--- config.mk ---
export PLATFORM = sky130hd
export DESIGN_NAME = mux2_share_arbiter
export DESIGN_NICKNAME = d
export VERILOG_FILES = /design/src/rtl/arb_pkg.sv /design/src/rtl/hold_timer.sv /design/src/rtl/mux2_share_arbiter.sv
export SDC_FILE = /design/constraint.sdc
export NUM_CORES = 1
export LEC_CHECK = 0
export BUFFER_PORTS_ARGS = -buffer_cell sky130_fd_sc_hd__buf_2
export CAP_MARGIN = 40
export CORE_MARGIN = 4
export CORE_UTILIZATION = 40
export CTS_CLUSTER_DIAMETER = 200
export DETAILED_ROUTE_END_ITERATION = 12
export HOLD_SLACK_MARGIN = 0.06
export PLACE_DENSITY = 0.59
export SYNTH_ARGS = -nofsm -noshare
export SYNTH_HDL_FRONTEND = slang
export SYNTH_SLANG_ARGS = --single-unit
--- constraint.sdc ---
create_clock -name clk -period 1.8 [get_ports clk]
set_input_delay 0.36 -clock clk [delete_from_list [all_inputs] [get_ports clk]]
set_output_delay 0.36 -clock clk [all_outputs]
set_load 0.01 [all_outputs]
--- src/rtl/arb_pkg.sv ---
// Shared types and helpers for the two-way shared-datapath arbiter and its
// future N-way siblings.
package arb_pkg;

    typedef enum logic [1:0] {
        IDLE  = 2'd0,
        OWN_A = 2'd1,
        OWN_B = 2'd2,
        GAP   = 2'd3
    } arb_state_e;

    localparam logic SEL_A = 1'b0;
    localparam logic SEL_B = 1'b1;

    function automatic arb_state_e owner_state(input logic owner);
        return (owner == SEL_A) ? OWN_A : OWN_B;
    endfunction

    function automatic logic req_of(input logic owner, input logic ra, input logic rb);
        return (owner == SEL_A) ? ra : rb;
    endfunction

endpackage

--- src/rtl/hold_timer.sv ---
// Saturating burst-length counter: clear to 0, load to 1, or count up to MAX_HOLD.
module hold_timer #(
    parameter int MAX_HOLD = 8,
    parameter int CNT_W    = $clog2(MAX_HOLD + 1)
) (
    input  logic clk,
    input  logic rst_n,
    input  logic clr,
    input  logic load1,
    input  logic inc,
    output logic sat
);

    logic [CNT_W-1:0] cnt_q;
    logic [CNT_W-1:0] cnt_d;

    assign sat = (cnt_q == CNT_W'(MAX_HOLD));

    // next count: clear wins over load, load wins over increment
    always_comb begin
        cnt_d = cnt_q;
        if (clr) begin
            cnt_d = '0;
        end else if (load1) begin
            cnt_d = CNT_W'(1);
        end else if (inc && !sat) begin
            cnt_d = cnt_q + CNT_W'(1);
        end else begin
            cnt_d = cnt_q;
        end
    end

    // counter register
    always_ff @(posedge clk or negedge rst_n) begin
        if (!rst_n) begin
            cnt_q <= '0;
        end else begin
            cnt_q <= cnt_d;
        end
    end

endmodule

--- src/rtl/mux2_share_arbiter.sv ---
// Round-robin owner of a 2:1-muxed datapath with bounded bursts and a dead
// cycle between owners so the mux select never moves under a live grant.
module mux2_share_arbiter
    import arb_pkg::*;
#(
    parameter int MAX_HOLD = 8
) (
    input  logic clk,
    input  logic rst_n,
    input  logic req_a,
    input  logic req_b,
    output logic gnt_a,
    output logic gnt_b,
    output logic sel,
    output logic busy
);

    localparam int CNT_W = $clog2(MAX_HOLD + 1);

    arb_state_e state_q, state_d;
    logic       last_owner_q, last_owner_d;
    logic       sel_q, sel_d;
    logic       gnt_a_q, gnt_a_d;
    logic       gnt_b_q, gnt_b_d;
    logic       busy_q, busy_d;

    logic       hold_clr_s, hold_load1_s, hold_inc_s, hold_sat_s;
    logic       enter_s, enter_owner_s;
    logic       own_req_s, oth_req_s;

    hold_timer #(
        .MAX_HOLD (MAX_HOLD),
        .CNT_W    (CNT_W)
    ) u_hold_timer (
        .clk   (clk),
        .rst_n (rst_n),
        .clr   (hold_clr_s),
        .load1 (hold_load1_s),
        .inc   (hold_inc_s),
        .sat   (hold_sat_s)
    );

    // next-state, ownership hand-off and next output values
    always_comb begin
        state_d       = state_q;
        last_owner_d  = last_owner_q;
        sel_d         = sel_q;
        hold_clr_s    = 1'b0;
        hold_load1_s  = 1'b0;
        hold_inc_s    = 1'b0;
        enter_s       = 1'b0;
        enter_owner_s = SEL_A;
        own_req_s     = (state_q == OWN_B) ? req_b : req_a;
        oth_req_s     = (state_q == OWN_B) ? req_a : req_b;

        case (state_q)
            IDLE: begin
                if (req_a && req_b) begin
                    enter_s       = 1'b1;
                    enter_owner_s = ~last_owner_q;
                end else if (req_a) begin
                    enter_s       = 1'b1;
                    enter_owner_s = SEL_A;
                end else if (req_b) begin
                    enter_s       = 1'b1;
                    enter_owner_s = SEL_B;
                end else begin
                    state_d = IDLE;
                end
            end
            OWN_A, OWN_B: begin
                if (!own_req_s) begin
                    state_d    = oth_req_s ? GAP : IDLE;
                    hold_clr_s = 1'b1;
                end else if (oth_req_s && hold_sat_s) begin
                    state_d    = GAP;
                    hold_clr_s = 1'b1;
                end else if (oth_req_s) begin
                    hold_inc_s = 1'b1;
                end else begin
                    // nobody waiting: keep the burst count pinned at 1
                    hold_load1_s = 1'b1;
                end
            end
            GAP: begin
                if (req_of(~last_owner_q, req_a, req_b)) begin
                    enter_s       = 1'b1;
                    enter_owner_s = ~last_owner_q;
                end else if (req_of(last_owner_q, req_a, req_b)) begin
                    enter_s       = 1'b1;
                    enter_owner_s = last_owner_q;
                end else begin
                    state_d = IDLE;
                end
            end
            default: begin
                state_d    = IDLE;
                hold_clr_s = 1'b1;
            end
        endcase

        if (enter_s) begin
            state_d      = owner_state(enter_owner_s);
            sel_d        = enter_owner_s;
            last_owner_d = enter_owner_s;
            hold_load1_s = 1'b1;
        end else begin
            sel_d = sel_q;
        end

        gnt_a_d = (state_d == OWN_A);
        gnt_b_d = (state_d == OWN_B);
        busy_d  = gnt_a_d | gnt_b_d;
    end

    // state and registered outputs; reset makes A win the first tie
    always_ff @(posedge clk or negedge rst_n) begin
        if (!rst_n) begin
            state_q      <= IDLE;
            last_owner_q <= SEL_B;
            sel_q        <= SEL_A;
            gnt_a_q      <= 1'b0;
            gnt_b_q      <= 1'b0;
            busy_q       <= 1'b0;
        end else begin
            state_q      <= state_d;
            last_owner_q <= last_owner_d;
            sel_q        <= sel_d;
            gnt_a_q      <= gnt_a_d;
            gnt_b_q      <= gnt_b_d;
            busy_q       <= busy_d;
        end
    end

    assign gnt_a = gnt_a_q;
    assign gnt_b = gnt_b_q;
    assign sel   = sel_q;
    assign busy  = busy_q;

endmodule

==> Word-level counts from Yosys, hierarchy flattened <==
Index checks and enable logic that the tools add are counted.
{ "word_totals": {"out_inout_bits": 4, "elab_cells": 64, "ff_bits": 11, "latch_bits": 0, "romBits": 0, "inputBits": 4, "ramBits": 0, "mem_count": 0} }
{ "op_classes": {"add_sub_neg": 1, "n_lt_le_gt_ge": 0, "reduce_logical": 7, "n_shift": 0, "n_eq_ne": 6, "bitwise": 2, "n_mux": 41, "mul": 0, "n_div": 0} }
{ "ops": {"columns": ["op", "n"], "rows": [
  ["2-to-1 mux 1 bit", 25],
  ["2-to-1 mux 2 bit", 10],
  ["2-to-1 mux 4 bit", 3],
  ["== test 2 bit (second input constant)", 3],
  ["one-hot mux 2 bit (3 select lines)", 1],
  ["adder 4 x 1 -> 4 bit (second input constant)", 1],
  ["== test 2 x 1 -> 1 bit (second input constant)", 2],
  ["== test 4 bit (second input constant)", 1],
  ["one-hot mux 1 bit (2 select lines)", 2],
  ["logical AND 1 bit", 3],
  ["nonzero test 3 bit", 1],
  ["logical NOT 2 bit", 1],
  ["OR reduction 2 bit", 1],
  ["logical NOT 1 bit", 1],
  ["NOT 1 bit", 1],
  ["bitwise OR 1 bit", 1]
]} }

==> Depth between registers and ports, before layout <==
Gate-level depths: netlist of the first run.
{ "logic_depth": {"ltp_word": 10, "mapped_depth": 8} }

==> Cells and area by module <==
From an unflattened synthesis of the first run, not the netlist that was laid out.
{ "unflattened": {"hier_cells": 77, "hier_area_um2": 768.2} }
{ "modules_own_cells": {"columns": ["module", "seq_area_each_um2", "n_inst", "cells_per_inst", "area_per_inst_um2"], "rows": [
  ["mux2_share_arbiter", 176.4, 1, 51, 526.8],
  ["hold_timer", 100.1, 1, 26, 241.5]
]} }

==> Worst setup path after synthesis of the first run <==
Ideal clock, no wire load.
{ "synth_path": {"path_kind": "flip-flop to flip-flop", "startpoint": "reg state_q[1]", "endpoint": "reg busy_q, in the netlist busy", "setup_slack_ns": -0.018, "t_arrival_ns": 1.705, "setup_time_ns": 0.113, "n_path_buf": 1, "required_time_ns": 1.687, "path_stages_with_launch": 9, "path_cell_list": "dfrtp_1 -> inv_1 -> ha_1 -> clkbuf_2 -> o32ai_1 -> a21oi_1 -> o21a_1 -> ha_1 -> inv_1"} }
{ "synth_between": {"elab_chain_cells": 9, "elab_cells_between_ends": 24, "classes_between": "eq/ne: 5; mux: 15; bitwise: 1; reduce/logical: 3"} }
{ "synth_lines": {"columns": ["element", "line_no", "rtl"], "rows": [
  ["from (decl)", "mux2_share_arbiter.sv:20", "arb_state_e state_q, state_d;"],
  ["from (signal assigned)", "mux2_share_arbiter.sv:126", "state_q <= state_d;"],
  ["== test 2 bit", "mux2_share_arbiter.sv:53, mux2_share_arbiter.sv:54, mux2_share_arbiter.sv:56", null],
  ["2-to-1 mux 1 bit", "mux2_share_arbiter.sv:54", "oth_req_s = (state_q == OWN_B) ? req_a : req_b;"],
  ["logical AND 1 bit", "mux2_share_arbiter.sv:75", "end else if (oth_req_s && hold_sat_s) begin"],
  ["2-to-1 mux 2 bit", "mux2_share_arbiter.sv:75", null],
  ["2-to-1 mux 2 bit", "mux2_share_arbiter.sv:72", "if (!own_req_s) begin"],
  ["one-hot mux 2 bit (3 select lines)", "mux2_share_arbiter.sv:56", "case (state_q)"],
  ["2-to-1 mux 2 bit (*)", "mux2_share_arbiter.sv:102", "if (enter_s) begin"],
  ["== test 2 x 1 -> 1 bit / == test 2 bit (equally long branches)", "mux2_share_arbiter.sv:111, mux2_share_arbiter.sv:112", null],
  ["bitwise OR 1 bit (*)", "mux2_share_arbiter.sv:113", "busy_d = gnt_a_d | gnt_b_d;"],
  ["net busy_d", "mux2_share_arbiter.sv:25", "logic busy_q, busy_d;"],
  ["to (signal assigned)", "mux2_share_arbiter.sv:131", "busy_q <= busy_d;"],
  ["to (decl)", "mux2_share_arbiter.sv:25", null]
]} }
Mark *: on every way through the listed nets, which the timed path passes. The rest lies on a longest branch.
A chain may end at the register's enable or synchronous reset.

==> Worst setup path after layout of the first run <==
{ "layout_path": {"startpoint": "reg state_q[0]", "endpoint": "reg busy_q, in the netlist busy"} }
The elaborated chain is that of the path after synthesis.

==> results.tsv, run 1 <==
metric	value	unit
synthesis.nets	76	
die_x	48.8	µm
final-seq-area	278	µm²
crit_required	1.96	ns
finalNetCount	96	
finalPower	1.61	mW
finClkSkew	0.00435	ns
globalplace.congestion	0.793	
p_comb_share	64.1	%
r2r_slack	0.05	ns
port-buffer-count	7	
fillCellCount	146	
synthDistinctLibCells	29	
power-per-cell-area	1830	mW/mm²
r2r_start	state_q[0]	
n_antenna_cell	0	
hold_class	flop to flop	
period_share	97.1	%
final_cell_area	880	µm²
ys_seq_area_share	41.5	%
hp-start	last_owner_q	
setup_ws	0.0515	ns
first_iter_violations	6	
whs_path_depth	2	
multi_input_area	417	µm²
slew_headroom	84.1	%
cts_tree	yes	
overflow	0	
synthTopCellsByArea	dfrtp_1, ha_1, o21a_1	
cp_slowest_cell	dfrtp_1	
wl_per_cell	13.3	µm
dieArea	0.00238	mm²
ctsLongestPathBuffers	2	
start_util	43.3	%
max_stage_delay	0.39	ns
drtPass1Iterations	3	
intPower	0.981	mW
slew_violations	0	
start_kind	flop	
status	complete, no violations	
root_buffer	clkbuf_4	
power_leakage	0.403	nW
chipHeight	48.8	µm
grt_max_degree	12	
hold-worst-slack	0.494	ns
path_cells	inv_2 -> ha_4 -> and2b_2 -> a32oi_2 -> and3b_4 -> a211oi_2 -> ha_1 -> inv_1	
cap_viol_max_count	0	
path_clk_slew	0.07	ns
ant_nets	0	
finalCriticalPeriod	1.75	ns
routed_wl	1330	µm
rows	14	
syn_to_final_growth	31.9	%
drcViolationCount	0	
switching_share	38.9	%
ys_ff_latch	11	
placed_cell_area	772	µm²
vias	518	
htree_levels	1	
critical_path_class	flop to flop	
track_usage	11.6	%
path_max_fanout	5	
reg2regPathDepth	8	
io_pins	8	
rsz0062_at_grt	yes	
mappedNetlistArea	667	µm²
cts_inserted_buffers	3	
fin_util	57.1	%
avgSynthCellArea	10.3	µm²
place_hpwl	965	µm
critPathCaptureType	flop	
grt_pass1_wl	2070	µm
core_area	0.00154	mm²
synthCells	65	
synth_top_area_cell	dfrtp_1	
worst_hold_path.endpoint	last_owner_q	
worst_ir_drop_vdd	0.941	mV
p_clk_share	10.1	%
insertion_delay	0.26	ns
max_freq	572	MHz
hold_viol	0	
yosysWarnings	0	
place_ws	0.00545	ns
viasPerCell	5.18	
power_frac_seq	25.8	%
setup_viol	0	
clock_sinks	11	
worstPathArrival	1.91	ns
tightestPinTransition	0.238	ns
grt_pass1_vias	473	
regToRegEndpoint	busy	
yosys.area.top_type_share	37.5	%
layout-drive-gt1-share	46.4	%
antenna_found_initial	0	
p_switching	0.625	mW
[layout make-up]
type / instances / share of cell area (%)
multi-input cells: 45 / 47.4
flip-flops and latches: 11 / 31.6
repair buffers: 17 / 12.8
clock buffers: 4 / 2.99
inverters: 7 / 2.99
well taps: 16 / 2.28
[repair_timing]
action	in CTS	in global routing
gates cloned	0	0
buffers inserted	0	2
resized for setup	0	14
setup endpoints to repair	1	3
pin swaps	1	7
hold endpoints to repair	10	0
hold buffers	1	0
[flip-flops by register name (all words and copies together), names as in the netlist]
signal              cells
busy                    1
gnt_a                   1
gnt_b                   1
last_owner_q            1
sel                     1
state_q                 2
u_hold_timer.cnt_q      4
[cells in the final DEF (no fill, tap or decap), types with 3 or more instances in the layout]
| cell type | netlist | final |
|---|---|---|
| dfrtp_1 | 10 | 9 |
| buf_4 | 0 | 9 |
| buf_2 | 1 | 7 |
| o21a_1 | 4 | 4 |
| inv_1 | 7 | 4 |
| inv_2 | 0 | 3 |
| o21ai_0 | 3 | 3 |
| a21oi_1 | 4 | 3 |
| nor2_1 | 5 | 3 |
| ha_1 | 7 | 3 |
| clkbuf_4 | 0 | 3 |
[metrics by stage]
| stage | instances | setup TNS, ns |
|---|---|---|
| detailed placement | 93 | 0 |
| global route | 100 | -0.0255 |
| finish | 100 | 0 |
| CTS | 98 | 0 |
| floorplan | 65 | 0 |
| global placement | 93 | 0 |
[critical path: cells and delay by family (launching register included)]
| kind | cells | cell delay, ns |
|---|---|---|
| simple gates | 2 | 0.47 |
| flops | 1 | 0.39 |
| buf+inv | 2 | 0.15 |
| compound gates | 2 | 0.23 |
| fa+ha+maj | 2 | 0.40 |
[power by group through the flow]
stage          Combinational, mW  Clock [mW]  Sequential [mW]
2_1_floorplan              0.563           0            0.426
5_1_grt                     1.16       0.190            0.427
6_report                    1.03       0.163            0.414
3_3_place_gp               0.845           0            0.402
3_5_place_dp               0.851           0            0.406
4_1_cts                    0.857       0.172            0.403
[synthesized netlist by cell type, drive strengths merged]
| cell | count |
|---|---|
| and3 | 2 |
| nand4b | 2 |
| mux2 | 1 |
| and3b | 1 |
| nand2 | 1 |
| o21a | 4 |
| and2 | 1 |
| clkbuf | 1 |
| o32ai | 1 |
| nand3b | 1 |
| a32oi | 1 |
| a21o | 1 |
| dfstp | 1 |
| a21oi | 4 |
| a211o | 1 |
| o21ai | 3 |
| nand4 | 1 |
| a211oi | 1 |
| dfrtp | 10 |
| inv | 7 |
| nor2 | 5 |
| nand3 | 2 |
| and2b | 1 |
| xor2 | 2 |
| ha | 7 |
| buf | 1 |
| a2bb2oi | 1 |
| xnor2 | 1 |
[routing by layer]
metal / vias up / share of wire, % / routed length, µm / GRT usage (%)
li1: 267 / - / - / -
met1: 240 / 50 / 658 / 14.0
met4: 0 / 3.0 / 40 / 10.8
met5: - / 0 / 0 / 0
met2: 7 / 45 / 597 / 16.7
met3: 4 / 2.2 / 29 / 2.75
[how the worst max path moves through the flow]
stage / slack (ns) / to / start / cells past startpoint
3_5_place_dp: 0.005 / busy / u_hold_timer.cnt_q[1] / 8
5_1_grt: -0.03 / busy / state_q[1] / 8
6_report: 0.05 / busy / state_q[0] / 8
4_1_cts: 0.006 / busy / state_q[0] / 7
3_3_place_gp: 0.02 / busy / state_q[0] / 7
2_1_floorplan: 0.03 / busy / state_q[1] / 8
[kinds of logic (layout without fill, tap and decap cells)]
family,count (synthesis),after routing,synth area share [%]
AO/OA/AOI/OAI,17,17,18.6
XOR/XNOR,3,3,3.94
adder cells (fa/ha/maj),7,7,13.1
buffers and inverters,9,28,5.44
flip-flops,11,11,41.5
multiplexers,1,1,1.69
AND/OR/NAND/NOR,17,17,15.8
No activity file was read; power rests on OpenSTA's default activity.
==> run 2, diff against run 1 <==
--- a/config.mk
+++ b/config.mk
@@ -7,12 +7,14 @@
 export LEC_CHECK = 0
 export BUFFER_PORTS_ARGS = -buffer_cell sky130_fd_sc_hd__buf_2
 export CAP_MARGIN = 40
+export CELL_PAD_IN_SITES_DETAIL_PLACEMENT = 0
+export CELL_PAD_IN_SITES_GLOBAL_PLACEMENT = 1
 export CORE_MARGIN = 4
-export CORE_UTILIZATION = 40
+export CORE_UTILIZATION = 38
 export CTS_CLUSTER_DIAMETER = 200
 export DETAILED_ROUTE_END_ITERATION = 12
 export HOLD_SLACK_MARGIN = 0.06
-export PLACE_DENSITY = 0.59
+export PLACE_DENSITY = 0.69
 export SYNTH_ARGS = -nofsm -noshare
 export SYNTH_HDL_FRONTEND = slang
 export SYNTH_SLANG_ARGS = --single-unit
==> run 2 against run 1 <==
  * Clock-buffer cell count is the same
  * Critical path depth unchanged
  * Power increased by 4.3%
  * Via count grew 2.3%
  * Register-to-register slack lost 0.04 ns
  * First-iteration DRC count unchanged
  * Non-clock buffer count rose by 2
  * Worst hold slack worse by 0.016 ns
  * Cell count up 2.0%
  * Final area up 3.1%
  * Die area rose by 4.4%
  * Clock skew grew 0.0022 ns
==> results.tsv, run 2 (synthesis results as in run 1) <==
metric	value	unit
die_x	49.9	µm
grt_max_degree	12	
fin_util	57.5	%
finalNetCount	98	
rows	14	
critPathCaptureType	flop	
clock_sinks	11	
tns	0	ns
slew_violations	0	
r2r_slack	0.01	ns
start_kind	flop	
port-buffer-count	7	
reg2regPathDepth	8	
layout-drive-gt1-share	45.3	%
max_freq	559	MHz
finalCriticalPeriod	1.79	ns
cts_tree	yes	
crit_required	1.97	ns
rsz0062_at_grt	yes	
grt_pass1_vias	477	
dp_cells	92	
cp-startpoint	state_q[0]	
regMostFlops	u_hold_timer.cnt_q	
dieArea	0.00249	mm²
regToRegEndpoint	busy	
worst_ir_drop_vdd	0.873	mV
cts_inserted_buffers	3	
period_share	99.3	%
power_leakage	0.429	nW
insertion_delay	0.27	ns
path_max_fanout	5	
root_buffer	clkbuf_4	
power-per-cell-area	1850	mW/mm²
hold_class	input pin to asynchronous set/reset pin	
placed_cell_area	764	µm²
slew_headroom	83.4	%
hold-worst-slack	0.479	ns
chipHeight	49.9	µm
antenna_found_initial	0	
ant_nets	0	
r2r_start	state_q[0]	
finClkSkew	0.00655	ns
grt_pass1_wl	2080	µm
status	complete, no violations	
path_clk_slew	0.07	ns
htree_levels	1	
largest_register_ffs	4	
critical_path_class	flop to flop	
vias	530	
drtPass1Iterations	4	
syn_to_final_growth	36.0	%
start_util	42.3	%
top_regs	u_hold_timer.cnt_q: 4 flops, state_q: 2 flops	
ctsLongestPathBuffers	2	
tightestPinTransition	0.249	ns
worstPathArrival	1.96	ns
n_antenna_cell	0	
first_iter_violations	6	
fillCellCount	143	
viasPerCell	5.20	
final-seq-area	277	µm²
track_usage	11.3	%
overflow	0	
io_pins	8	
place_hpwl	936	µm
hold_viol	0	
globalplace.congestion	0.738	
final_cell_area	907	µm²
drcViolationCount	0	
routed_wl	1380	µm
setup_viol	0	
wl_per_cell	13.5	µm
cap_viol_max_count	0	
core_area	0.00158	mm²
multi_input_area	418	µm²
final_cells	102	
most-common-layout-cells	dfrtp_1, buf_4, buf_2	
[run 2: timing repair]
action                                  in CTS  in global routing
endpoints found under the setup margin       0                  3
setup buffers                                0                  5
hold buffers                                 1                  0
endpoints found under the hold margin       10                  0
resized for setup                            0                 11
[run 2: worst max-delay path by stage]
stage | to | cells after the start | slack, ns
after floorplan | busy | 8 | 0.03
after global placement | busy | 7 | 0.03
after detailed placement | busy | 7 | 0.02
after CTS | busy | 7 | 0.003
after global routing | busy | 8 | -0.05
final | busy | 8 | 0.01
[run 2: area by class of cell]
cell class	instances	area share, %
inverters	7	2.90
repair buffers	19	15.4
clock buffers	4	2.90
flip-flops and latches	11	30.5
well taps	16	2.21
multi-input cells	45	46.1
[run 2: where the power goes]
| group | switching [mW] | internal, mW |
|---|---|---|
| Clock | 0.0821 | 0.0857 |
| Combinational | 0.504 | 0.600 |
| Sequential | 0.0468 | 0.358 |
| Total | 0.633 | 1.04 |
[run 2: through the flow]
stage	total power [mW]	setup slack (ns)
floorplan	0.989	0.0306
global placement	1.24	0.0310
detailed placement	1.24	0.0198
CTS	1.42	0.00255
global route	1.84	-0.0453
finish	1.68	0.0125
[run 2: metal layers]
metal	global-route usage, %	wire, µm	up-vias
met5	0	0	-
met3	2.41	52	4
met4	8.29	27	0
met1	14.4	650	245
li1	-	-	271
met2	16.5	649	10
[run 2: critical path, cell delays in order (launching register included)]
cell,delay (ns)
dfrtp_1,0.39
inv_2,0.12
ha_4,0.15
and2b_2,0.21
a32oi_2,0.20
and3b_4,0.27
a211oi_2,0.06
ha_1,0.27
inv_1,0.04
==> run 3, diff against run 2 <==
--- a/config.mk
+++ b/config.mk
@@ -15,6 +15,7 @@
 export DETAILED_ROUTE_END_ITERATION = 12
 export HOLD_SLACK_MARGIN = 0.06
 export PLACE_DENSITY = 0.69
+export RECOVER_POWER = 50
 export SYNTH_ARGS = -nofsm -noshare
 export SYNTH_HDL_FRONTEND = slang
 export SYNTH_SLANG_ARGS = --single-unit
==> run 3 against run 2 <==
  * Power is 0.17% lower
  * Setup slack is essentially flat
  * Via count unchanged
==> results.tsv, run 3 (synthesis results as in run 1) <==
metric	value	unit
status	complete, no violations	
path_cells	inv_2 -> ha_4 -> and2b_2 -> a32oi_2 -> and3b_4 -> a211oi_2 -> ha_1 -> inv_1	
cap_viol_max_count	0	
finClkSkew	0.00657	ns
antenna_found_initial	0	
routed_wl	1380	µm
core_area	0.00158	mm²
chipHeight	49.9	µm
path_max_fanout	5	
track_usage	11.3	%
drcViolationCount	0	
io_pins	8	
vias	530	
drtPass1Iterations	4	
layout-drive-gt1-share	43.0	%
grt_max_degree	12	
path_clk_slew	0.07	ns
tightestPinTransition	0.559	ns
critPathCaptureType	flop	
cts_tree	yes	
grt_pass1_vias	477	
finalCriticalPeriod	1.79	ns
max_stage_delay	0.39	ns
top_regs	u_hold_timer.cnt_q: 4 flops, state_q: 2 flops	
n_antenna_cell	0	
path_buf_inv	2	
power-per-cell-area	1850	mW/mm²
p_comb_share	65.8	%
die_x	49.9	µm
crit_required	1.97	ns
viasPerCell	5.20	
power_frac_seq	24.2	%
largest_register_ffs	4	
ctsLongestPathBuffers	2	
cts_inserted_buffers	3	
htree_levels	1	
finalNetCount	98	
regMostFlops	u_hold_timer.cnt_q	
period_share	99.3	%
first_iter_violations	10	
place_ws	0.0198	ns
wl_per_cell	13.5	µm
setup_viol	0	
grt_pass1_wl	2080	µm
p_switching	0.633	mW
rsz0062_at_grt	yes	
clock_sinks	11	
place_hpwl	936	µm
port-buffer-count	7	
ant_nets	0	
hold_class	flop to flop	
insertion_delay	0.27	ns
slew_headroom	62.7	%
dieArea	0.00249	mm²
max_freq	559	MHz
rows	14	
critical_path_class	flop to flop	
hold_viol	0	
power_leakage	0.423	nW
worst_ir_drop_vdd	0.857	mV
p_clk_share	10.0	%
intPower	1.04	mW
finalPower	1.67	mW
crit_family	simple AND/OR/NAND/NOR gates	
overflow	0	
start_util	42.3	%
slew_violations	0	
setup_ws	0.0125	ns
most-common-layout-cells	dfrtp_1, buf_4, inv_1, nor2_1, buf_2	
worstPathArrival	1.96	ns
syn_to_final_growth	35.6	%
switching_share	37.8	%
globalplace.congestion	0.738	
cp_slowest_cell	dfrtp_1	
start_kind	flop	
fin_util	57.4	%
root_buffer	clkbuf_4	
[run 3: cell types whose count changed in the layout (fill, tap and decap cells not counted), sizes merged]
cell    before  now
buf         18   16
clkbuf       4    6
[run 3: area by class of cell]
| cell class | instances | area (µm²) |
|---|---|---|
| fillers | 144 | 672 |
| multi-input cells | 45 | 418 |
| inverters | 7 | 26.3 |
| repair buffers | 19 | 138 |
| well taps | 16 | 20.0 |
| clock buffers | 4 | 26.3 |
| flip-flops and latches | 11 | 277 |
[run 3: worst paths after layout]
kind	from	slack, ns	cells after the start	to
max in group asynchronous	rst_n	0.83	2	last_owner_q
worst max-delay path	state_q[0]	0.01	8	busy
worst max register to register	state_q[0]	0.01	8	busy
worst min-delay path	last_owner_q	0.49	2	last_owner_q
worst min register to register	last_owner_q	0.49	2	last_owner_q
min in group asynchronous	rst_n	0.59	2	busy
[run 3: metrics by stage]
stage	std cells	area [µm²]	hold slack (ns)	TNS (ns)
floorplan	65	674	0.0644	0
global placement	92	764	0.237	0
detailed placement	92	764	0.240	0
CTS	97	801	0.476	0
global route	102	905	0.540	-0.0555
finish	102	905	0.490	0
[run 3: routing by layer]
metal	share of wire (%)	wire length, µm	track usage (%)
met4	2.0	27	8.29
met5	0	0	0
met1	47	647	14.4
met3	3.8	52	2.41
met2	47	649	16.5
[run 3: what timing repair did]
action,CTS,global route
resized for setup,0,11
buffers inserted,0,5
hold endpoints to repair,10,0
setup endpoints to repair,0,3
hold buffers,1,0
[run 3: power groups by stage]
stage	sequential [mW]	combinational [mW]	clock [mW]
global route	0.416	1.24	0.182
floorplan	0.426	0.563	0
CTS	0.402	0.844	0.172
detailed placement	0.403	0.838	0
finish	0.405	1.10	0.168
global placement	0.403	0.834	0
[run 3: tightest hold or removal path, cell delays in order (launching register included)]
cell	delay, ns
dfstp_2	0.37
inv_1	0.04
o21ai_0	0.07
